==> config.mk <==
export PLATFORM = sky130hd
export DESIGN_NAME = if_stage_flat
export DESIGN_NICKNAME = d
export VERILOG_FILES = /design/src/rtl/if_stage_if.sv /design/src/rtl/if_stage.sv /design/src/flat_wrapper.sv
export SDC_FILE = /design/constraint.sdc
export NUM_CORES = 1
export LEC_CHECK = 0
export BUFFER_PORTS_ARGS = -buffer_cell sky130_fd_sc_hd__clkbuf_2
export CAP_MARGIN = 20
export CORE_AREA = 3 3 166 330
export CTS_BUF_LIST = sky130_fd_sc_hd__clkbuf_4 sky130_fd_sc_hd__clkbuf_8
export CTS_CLUSTER_SIZE = 30
export DETAILED_ROUTE_END_ITERATION = 8
export DIE_AREA = 0 0 169 333
export PLACE_DENSITY = 0.51
export SETUP_SLACK_MARGIN = 0.05
export SLEW_MARGIN = 10
export SYNTH_ARGS = -nofsm -noshare
export SYNTH_HDL_FRONTEND = slang
export SYNTH_SLANG_ARGS = --single-unit
==> constraint.sdc <==
create_clock -name clk -period 8.55 [get_ports clk]
set_input_delay 1.2825 -clock clk [delete_from_list [all_inputs] [get_ports clk]]
set_output_delay 1.2825 -clock clk [all_outputs]
set_load 0.05 [all_outputs]
==> src/rtl/if_stage_if.sv <==
// Fetch-stage bundle: imem request/response, EX redirect and decode handshake.
// master is the fetch stage; slave is the memory/decode environment.
interface if_stage_if #(
    parameter int unsigned XLEN = 32
);
    logic            imem_req_valid;
    logic            imem_req_ready;
    logic [XLEN-1:0] imem_req_addr;
    logic            imem_resp_valid;
    logic [31:0]     imem_resp_data;
    logic            redirect_valid;
    logic [XLEN-1:0] redirect_pc;
    logic            id_valid;
    logic            id_ready;
    logic [XLEN-1:0] id_pc;
    logic [31:0]     id_instr;
    logic [6:0]      id_opcode;

    modport master (
        output imem_req_valid, imem_req_addr,
        output id_valid, id_pc, id_instr, id_opcode,
        input  imem_req_ready, imem_resp_valid, imem_resp_data,
        input  redirect_valid, redirect_pc, id_ready
    );

    modport slave (
        input  imem_req_valid, imem_req_addr,
        input  id_valid, id_pc, id_instr, id_opcode,
        output imem_req_ready, imem_resp_valid, imem_resp_data,
        output redirect_valid, redirect_pc, id_ready
    );
endinterface

==> src/rtl/if_stage.sv <==
// Instruction fetch stage: owns the PC, issues in-order imem requests and
// buffers returned instructions for decode; redirects squash stale responses.
module if_stage #(
    parameter int unsigned     XLEN       = 32,
    parameter logic [XLEN-1:0] RESET_PC   = '0,
    parameter int unsigned     FIFO_DEPTH = 4
) (
    input logic        clk,
    input logic        rst,
    if_stage_if.master bus
);
    localparam int unsigned AW = $clog2(FIFO_DEPTH);

    typedef logic [AW-1:0] ptr_t;
    typedef logic [AW:0]   cnt_t;
    typedef logic [AW+1:0] sum_t;

    logic [XLEN-1:0] fetch_pc_q, fetch_pc_d;
    logic [XLEN-1:0] pcq_q [FIFO_DEPTH];
    logic [XLEN-1:0] bpc_q [FIFO_DEPTH];
    logic [31:0]     bins_q [FIFO_DEPTH];
    ptr_t            pcq_rd_q, pcq_rd_d, pcq_wr_q, pcq_wr_d;
    ptr_t            b_rd_q, b_rd_d, b_wr_q, b_wr_d;
    cnt_t            buf_cnt_q, buf_cnt_d;
    cnt_t            keep_cnt_q, keep_cnt_d;
    cnt_t            drop_cnt_q, drop_cnt_d;

    sum_t used;
    logic req_valid;
    logic req_fire;
    logic resp_keep;
    logic resp_drop;
    logic id_valid;
    logic pop;
    logic unused_lo;

    // Credit: buffered plus in-flight (kept or stale) never exceeds the depth.
    assign used = sum_t'(buf_cnt_q) + sum_t'(keep_cnt_q) + sum_t'(drop_cnt_q);
    assign req_valid = !rst && !bus.redirect_valid
                       && (used < sum_t'(FIFO_DEPTH));
    assign req_fire  = req_valid && bus.imem_req_ready;
    assign resp_drop = bus.imem_resp_valid && (drop_cnt_q != '0);
    assign resp_keep = bus.imem_resp_valid && (drop_cnt_q == '0);
    assign id_valid  = (buf_cnt_q != '0);
    assign pop       = id_valid && bus.id_ready;
    assign unused_lo = ^bus.redirect_pc[1:0];

    assign bus.imem_req_valid = req_valid;
    assign bus.imem_req_addr  = fetch_pc_q;
    assign bus.id_valid       = id_valid;
    assign bus.id_pc          = id_valid ? bpc_q[b_rd_q] : '0;
    assign bus.id_instr       = id_valid ? bins_q[b_rd_q] : '0;
    assign bus.id_opcode      = bus.id_instr[6:0];

    always_comb begin
        fetch_pc_d = fetch_pc_q;
        pcq_rd_d   = pcq_rd_q;
        pcq_wr_d   = pcq_wr_q;
        b_rd_d     = b_rd_q;
        b_wr_d     = b_wr_q;
        buf_cnt_d  = buf_cnt_q;
        keep_cnt_d = keep_cnt_q;
        drop_cnt_d = drop_cnt_q;
        if (bus.redirect_valid) begin
            fetch_pc_d = {bus.redirect_pc[XLEN-1:2], 2'b00};
            pcq_rd_d   = '0;
            pcq_wr_d   = '0;
            b_rd_d     = '0;
            b_wr_d     = '0;
            buf_cnt_d  = '0;
            keep_cnt_d = '0;
            // A response landing in the redirect cycle consumes one outstanding slot.
            drop_cnt_d = drop_cnt_q + keep_cnt_q
                         - cnt_t'(bus.imem_resp_valid);
        end else begin
            if (req_fire) begin
                fetch_pc_d = fetch_pc_q + XLEN'(4);
                pcq_wr_d   = pcq_wr_q + ptr_t'(1);
            end
            if (resp_drop) begin
                drop_cnt_d = drop_cnt_q - cnt_t'(1);
            end
            if (resp_keep) begin
                pcq_rd_d = pcq_rd_q + ptr_t'(1);
                b_wr_d   = b_wr_q + ptr_t'(1);
            end
            if (pop) begin
                b_rd_d = b_rd_q + ptr_t'(1);
            end
            keep_cnt_d = keep_cnt_q + cnt_t'(req_fire) - cnt_t'(resp_keep);
            buf_cnt_d  = buf_cnt_q + cnt_t'(resp_keep) - cnt_t'(pop);
        end
    end

    always_ff @(posedge clk) begin
        if (rst) begin
            fetch_pc_q <= RESET_PC;
            pcq_rd_q   <= '0;
            pcq_wr_q   <= '0;
            b_rd_q     <= '0;
            b_wr_q     <= '0;
            buf_cnt_q  <= '0;
            keep_cnt_q <= '0;
            drop_cnt_q <= '0;
        end else begin
            fetch_pc_q <= fetch_pc_d;
            pcq_rd_q   <= pcq_rd_d;
            pcq_wr_q   <= pcq_wr_d;
            b_rd_q     <= b_rd_d;
            b_wr_q     <= b_wr_d;
            buf_cnt_q  <= buf_cnt_d;
            keep_cnt_q <= keep_cnt_d;
            drop_cnt_q <= drop_cnt_d;
        end
    end

    // Storage needs no reset: occupancy is tracked by the counters.
    always_ff @(posedge clk) begin
        if (req_fire) begin
            pcq_q[pcq_wr_q] <= fetch_pc_q;
        end
        if (resp_keep) begin
            bpc_q[b_wr_q]  <= pcq_q[pcq_rd_q];
            bins_q[b_wr_q] <= bus.imem_resp_data;
        end
    end

    a_resp_owned: assert property (@(posedge clk) disable iff (rst)
        bus.imem_resp_valid |-> (drop_cnt_q != '0 || keep_cnt_q != '0));
endmodule

==> src/flat_wrapper.sv <==
// flat-port wrapper written by rule: the top's interface ports become plain ports
module if_stage_flat 
#(
    parameter int unsigned     XLEN       = 32,
    parameter logic [XLEN-1:0] RESET_PC   = '0,
    parameter int unsigned     FIFO_DEPTH = 4
)
  (clk, rst, bus_imem_req_valid, bus_imem_req_addr, bus_id_valid, bus_id_pc, bus_id_instr, bus_id_opcode, bus_imem_req_ready, bus_imem_resp_valid, bus_imem_resp_data, bus_redirect_valid, bus_redirect_pc, bus_id_ready);
  if_stage_if #(.XLEN(XLEN)) bus_i ();
  input logic clk;
  input logic rst;
  output wire logic [$bits(bus_i.imem_req_valid)-1:0] bus_imem_req_valid;
  output wire logic [$bits(bus_i.imem_req_addr)-1:0] bus_imem_req_addr;
  output wire logic [$bits(bus_i.id_valid)-1:0] bus_id_valid;
  output wire logic [$bits(bus_i.id_pc)-1:0] bus_id_pc;
  output wire logic [$bits(bus_i.id_instr)-1:0] bus_id_instr;
  output wire logic [$bits(bus_i.id_opcode)-1:0] bus_id_opcode;
  input wire logic [$bits(bus_i.imem_req_ready)-1:0] bus_imem_req_ready;
  input wire logic [$bits(bus_i.imem_resp_valid)-1:0] bus_imem_resp_valid;
  input wire logic [$bits(bus_i.imem_resp_data)-1:0] bus_imem_resp_data;
  input wire logic [$bits(bus_i.redirect_valid)-1:0] bus_redirect_valid;
  input wire logic [$bits(bus_i.redirect_pc)-1:0] bus_redirect_pc;
  input wire logic [$bits(bus_i.id_ready)-1:0] bus_id_ready;
  assign bus_imem_req_valid = bus_i.imem_req_valid;
  assign bus_imem_req_addr = bus_i.imem_req_addr;
  assign bus_id_valid = bus_i.id_valid;
  assign bus_id_pc = bus_i.id_pc;
  assign bus_id_instr = bus_i.id_instr;
  assign bus_id_opcode = bus_i.id_opcode;
  assign bus_i.imem_req_ready = bus_imem_req_ready;
  assign bus_i.imem_resp_valid = bus_imem_resp_valid;
  assign bus_i.imem_resp_data = bus_imem_resp_data;
  assign bus_i.redirect_valid = bus_redirect_valid;
  assign bus_i.redirect_pc = bus_redirect_pc;
  assign bus_i.id_ready = bus_id_ready;
  if_stage #(.XLEN(XLEN), .RESET_PC(RESET_PC), .FIFO_DEPTH(FIFO_DEPTH)) u_core (.clk(clk), .rst(rst), .bus(bus_i));
endmodule
==> results of run 1 <==
[state kept, by name (all words and copies together), names as in the netlist, named ones only]
register and flops:
u_core.pcq_rd_q 2, u_core.b_rd_q 2, u_core.pcq_wr_q 2, u_core.bins_q 128
u_core.bus.imem_req_addr 30, u_core.b_wr_q 2, u_core.drop_cnt_q 3, u_core.bpc_q 120
u_core.keep_cnt_q 3, u_core.buf_cnt_q 3, u_core.pcq_q 120
[metal layers]
layer,vias up,share of wire,global-route usage
met4,2,0.028,0.04684
met1,4462,0.37,0.1410
met5,-,0.00054,0
met2,227,0.55,0.2492
met3,60,0.047,0.02509
li1,3971,-,-
[worst max-delay path by stage]
stage                                    startpoint  slack [ns]                            end  depth (start not counted)
global placement    u_core.keep_cnt_q[1]$_SDFF_PP0_        4.49  u_core.pcq_q[3][20]$_DFFE_PP_                          9
detailed placement  u_core.keep_cnt_q[1]$_SDFF_PP0_        4.49  u_core.pcq_q[3][26]$_DFFE_PP_                          9
floorplan                        bus_redirect_valid        4.82             bus_imem_req_valid                          5
CTS                                            flop        3.89               bus_id_instr[24]                          4
global route                                   flop        3.80               bus_id_instr[24]                          4
finish                                         flop        4.12               bus_id_instr[24]                          4
[cell type report]
type / count / area [µm²] / share of cell area
Sequential cell: 419 / 12080 / 0.6162
Clock inverter: 19 / 207.7 / 0.01059
Inverter: 27 / 101.3 / 0.005169
Tap cell: 665 / 832.0 / 0.04243
Antenna cell: 1 / 2.502 / 0.0001276
Multi-Input combinational cell: 423 / 4349 / 0.2218
Clock buffer: 89 / 1075 / 0.05481
Timing Repair Buffer: 182 / 958.4 / 0.04888
[kinds of logic after synthesis]
kind of cell | Yosys count | synth area share
DFF | 419 | 0.7188
and+or+nand+nor | 198 | 0.06832
muxes | 94 | 0.1246
buffers and inverters | 84 | 0.02362
AOI/OAI and AO/OA | 72 | 0.02727
xor gates and xnor gates | 29 | 0.01512
adders and majority gates | 26 | 0.02205
other | 1 | 0.0002233
[cells in the mapped netlist (all sizes together), types with 15 or more instances]
master and count:
nand4 16, xor2 15, dfxtp 51, edfxtp 368, mux4 92, ha 20, buf 29, nand2 24
inv 26, nor2 39, clkbuf 28, and2 85, a21oi 21
[power groups by stage]
stage | logic [µW] | registers [µW] | clock network (µW)
floorplan | 778 | 2500 | 0
global placement | 1070 | 2490 | 0
detailed placement | 1080 | 2500 | 0
CTS | 1080 | 2460 | 1750
global route | 1130 | 2470 | 1820
finish | 1050 | 2450 | 1680
[worst min-delay path: cells and delay by family (launching register included)]
kind	cells	cell delay [ns]
flip-flops	1	0.34
AND/OR/NAND/NOR	1	0.06
AO/OA/AOI/OAI	1	0.05
[per-stage QoR]
step           std cells  cell area (µm²)  setup WS (ns)
2_1_floorplan        926            16810          4.823
3_3_place_gp        1715            18300          4.493
3_5_place_dp        1715            18300          4.489
4_1_cts             1823            19590          3.895
5_1_grt             1825            19610          3.795
6_report            1825            19610          4.121
==> impl_metrics.toml, run 1 <==
[outcome]
outcome = "completed"

[sta]
slew_violations = 0
hold_ws_ns = 0.4959
hold_violations = 0
min_period_ns = 4.430
finClkSkew_ns = 0.02351
rsz0062_at_grt = "false"
relSlewSlack = 0.2756
worstMarginPinSlew_ns = 1.087
fmax_ghz = 0.2258
finalSetupViolations = 0
totalNegativeSetupSlack_ns = 0
fin_crit_sh = 0.5181

[pwr]
ir_worst_vdd_v = 0.0001825
pwr-share-seq = 0.474
power_uw = 5178
switching_share = 0.3014
intPower_uw = 3617
share_comb_of_total_power = 0.203
clkPwrFrac = 0.324
leakagePower_uw = 0.006696
p_switching_uw = 1561
powerDensity_mw_per_mm2 = 264.1

[routing]
routed_wl_um = 37090
first_pass_iters = 6
drt_iter0_markers = 358
antenna_left = 0
post_drt_wl_per_cell_um = 20.32
drc_errors = 0
via_per_inst = 4.779
vias = 8722

[synthesis]
netlist_area_mm2 = 0.01679
seq_area_frac_synth = 0.7188
synthArstFlopShare = 0
synth_top_area_frac = 0.6580
synth_cell_types = 53
synth_edf_count = 368
ys_ff_latch = 419
syn-instance-count = 923
yosys.area.top_type = "edfxtp_1"
synth_area_per_cell_um2 = 18.20
yosysWarnings = 0
synthFlopType = "edfxtp_1"
synthTopCellsByArea = "edfxtp_1 (66%), mux4_2 (12%), dfxtp_1 (6.1%)"

[setup_path]
crit_arrival_ns = 3.15
worst_setup_path_start_kind = "flop"
critPathCaptureType = "output pin"
r2r_setup_slack_ns = 4.50
slowest_delay_ns = 0.78
slowest_stage = "dfxtp_4"
crit_family = "buffers and inverters"
crit_required_ns = 7.27
r2r_start = "u_core.keep_cnt_q[1]$_SDFF_PP0_"
r2r_cells = 10
crit_path_cell_trace = "buf_4, mux4_2, and2_1, clkbuf_2"
r2r-end = "u_core.bus.imem_req_addr[17]$_SDFFE_PP0P_"
cp_max_fo = 32
path_buf_inv = 2
path_class = "flop to output pin"

[cells_and_area]
mostFrequentLayoutCell = "edfxtp_1"
drive_gt1_frac = 0.3434
area.growth.synth_to_final_pct = 16.75
final_util = 0.3731
layout_common_cells = "edfxtp_1 (368), clkbuf_2 (168), mux4_2 (92), and2_1 (81), clkbuf_8 (65)"
nNetsFinal = 1208
nFillCells = 4954

[clocking]
postCtsHoldBufs = 0
cts_root_buf = "clkbuf_8"
cts_made_buffers = 59
cts_sinks = 419
ctsResizeCount = 0
clkSlewWorstSetupHoldPaths_ns = 0.07
cts_tree = "done"
cts_setup_buffers = 0
cts_max_level = 2
clk_latency_ns = 0.64
cts.path.max_buffers = 3

[grt]
grt_overflow = 0
grt_pass1_wl_um = 56300
track_usage = 0.1305
antenna_found_initial = 2
grt_max_degree = 64
grt_pass1_vias = 9410

[floorplan]
ios = 175
start_util = 0.3195
die_w_um = 169
core_area_mm2 = 0.05256
dieHeight_um = 333
dieArea_mm2 = 0.05628
core.rowCount = 119

[job]
maxCapViolCount = 0

[place]
io_buffers = 168
dp_hpwl_um = 22890
routabilityCongestion = 0.7915

[worst_hold_path]
whs_endpoint = "u_core.pcq_wr_q[1]$_SDFFE_PP0P_"
hp-start = "u_core.pcq_wr_q[1]$_SDFFE_PP0P_"
whs_path_depth = 2
holdCritPathClass = "flop to flop"
Note: power is estimated with default switching activity, not from simulation.
==> inputs of run 2 (changes only) <==
Clock period 8.55 ns to 4.58 ns, I/O delays scaled along.
==> run 2 against run 1 <==
Non-clock buffer count grew 6. Register-to-register slack got worse by 3.2 ns. Hold slack lost 0.23 ns. Flip-flop and latch count unchanged. Largest cell class unchanged. Setup slack worse by 3.2 ns. Critical endpoint is now bus_imem_req_valid. Global-route usage about the same. Core utilization rose by 0.059 points.
==> impl_metrics.toml, run 2 (same netlist as run 1, synthesis figures left out) <==
[outcome]
outcome = "completed"

[setup_path]
critPathCaptureType = "output pin"
slowest_stage = "fa_1"
crit_path_cell_trace = "inv_1, fa_1, or2_2, fa_1, xnor2_1, nor2_1, clkbuf_2"
slowest_delay_ns = 0.46
cp_common_cell = "fa_1"
path_class = "flop to output pin"
worst_setup_path_start_kind = "flop"
crit_required_ns = 3.89
cp_max_fo = 4
crit_arrival_ns = 2.96

[floorplan]
dieArea_mm2 = 0.05628
dieHeight_um = 333
ios = 175
core.rowCount = 119
start_util = 0.3195
die_w_um = 169
core_area_mm2 = 0.05256

[pwr]
clkPwrFrac = 0.314
ir_worst_vdd_v = 0.0002163
p_switching_uw = 2948
switching_share = 0.3089
leakagePower_uw = 0.006705
pwr-share-seq = 0.480
intPower_uw = 6597
share_comb_of_total_power = 0.206
powerDensity_mw_per_mm2 = 486.0

[sta]
finalWorstSetupSlack_ns = 0.9295
finalSetupViolations = 0
finClkSkew_ns = 0.02706
totalNegativeSetupSlack_ns = 0
worstMarginPinSlew_ns = 0.8943
fin_crit_sh = 0.7970
fmax_ghz = 0.2739
rsz0062_at_grt = "false"
relSlewSlack = 0.4016
slew_violations = 0
min_period_ns = 3.650
hold_violations = 0

[routing]
wl_met2_um = 20020
post_drt_wl_per_cell_um = 19.98
vias = 8717
drt_iter0_markers = 383
first_pass_iters = 4
drc_errors = 0
via_per_inst = 4.761
drt-met1-wl_um = 13480
wl_met3_um = 1869
antenna_left = 0
top_layer_used = "met5"
routed_wl_um = 36580

[cells_and_area]
mostFrequentLayoutCell = "edfxtp_1"
largest_register_ffs = 128
largest_register = "u_core.bins_q"
area.growth.synth_to_final_pct = 16.93
nNetsFinal = 1214
largestRegisters = "u_core.bins_q x128, u_core.bpc_q x120, u_core.pcq_q x120"
drive_gt1_frac = 0.3425
layout_common_cells = "edfxtp_1 (368), clkbuf_2 (168), mux4_2 (92), and2_1 (81), clkbuf_8 (64)"

[clocking]
clk_latency_ns = 0.64
cts_setup_buffers = 0
cts_sinks = 419
ctsResizeCount = 0
postCtsHoldBufs = 0
cts_tree = "done"
cts.path.max_buffers = 3
cts_made_buffers = 59
cts_max_level = 2
cts_root_buf = "clkbuf_8"
clkSlewWorstSetupHoldPaths_ns = 0.06

[place]
routabilityCongestion = 0.8020
dp_slack_ns = 1.231
io_buffers = 168
dp_hpwl_um = 23100

[grt]
track_usage = 0.1309
grt_pass1_wl_um = 56900
grt_pass1_vias = 9637
grt_max_degree = 65
antenna_found_initial = 2
grt_overflow = 0

[job]
maxCapViolCount = 0

[worst_hold_path]
holdCritPathClass = "primary input to flop"
## run 2: worst max-delay path: cells and delay by family, from the launching register on
| kind | cells | cell delay (ns) |
|---|---|---|
| XOR/XNOR | 1 | 0.37 |
| AND/OR/NAND/NOR | 2 | 0.41 |
| adder cells (fa/ha/maj) | 2 | 0.84 |
| buffers and inverters | 2 | 0.36 |
| flip-flops | 1 | 0.35 |
## run 2: final cells by class
type / instances / area, µm²
antenna: 1 / 2.502
clock buffer: 75 / 963.4
clock inverter: 33 / 255.2
fill: 4970 / 32920
inverter: 27 / 101.3
multi-input combinational: 423 / 4349
sequential: 419 / 12080
tap: 665 / 832.0
timing repair buffer: 188 / 1054
## run 2: per-layer routing
| layer | track usage | up-vias |
|---|---|---|
| met5 | 0 | - |
| met4 | 0.05150 | 2 |
| met3 | 0.02747 | 77 |
| met2 | 0.2464 | 248 |
| met1 | 0.1413 | 4405 |
| li1 | - | 3985 |
## run 2: path summary, 6_finish.rpt
check        cells after the start  slack [ns]                               to                            start
max                              7        0.93               bus_imem_req_valid  u_core.keep_cnt_q[1]$_SDFF_PP0_
min                              1        0.27   u_core.bins_q[2][29]$_DFFE_PP_           bus_imem_resp_data[29]
max reg2reg                      9        1.27    u_core.pcq_q[2][26]$_DFFE_PP_  u_core.keep_cnt_q[1]$_SDFF_PP0_
min reg2reg                      2        0.51  u_core.pcq_wr_q[1]$_SDFFE_PP0P_  u_core.pcq_wr_q[1]$_SDFFE_PP0P_
## run 2: power by group through the flow
stage	Clock (µW)	Combinational [µW]	Sequential [µW]
CTS	3130	2030	4590
floorplan	0	1450	4680
detailed placement	0	2030	4670
global placement	0	2020	4650
global route	3280	2140	4610
finish	2990	1970	4580
## run 2: metrics by stage
step             util  hold slack, ns  power (µW)  instance area (µm²)  std cells
3_5_place_dp   0.3504          0.5032        6698                18420       1722
3_3_place_gp   0.3504          0.4971        6666                18420       1722
5_1_grt        0.3737          0.2275       10020                19640       1831
2_1_floorplan       -          0.4666        6128                16810        926
4_1_cts        0.3736          0.2002        9748                19640       1830
6_report       0.3737          0.2680        9545                19640       1831
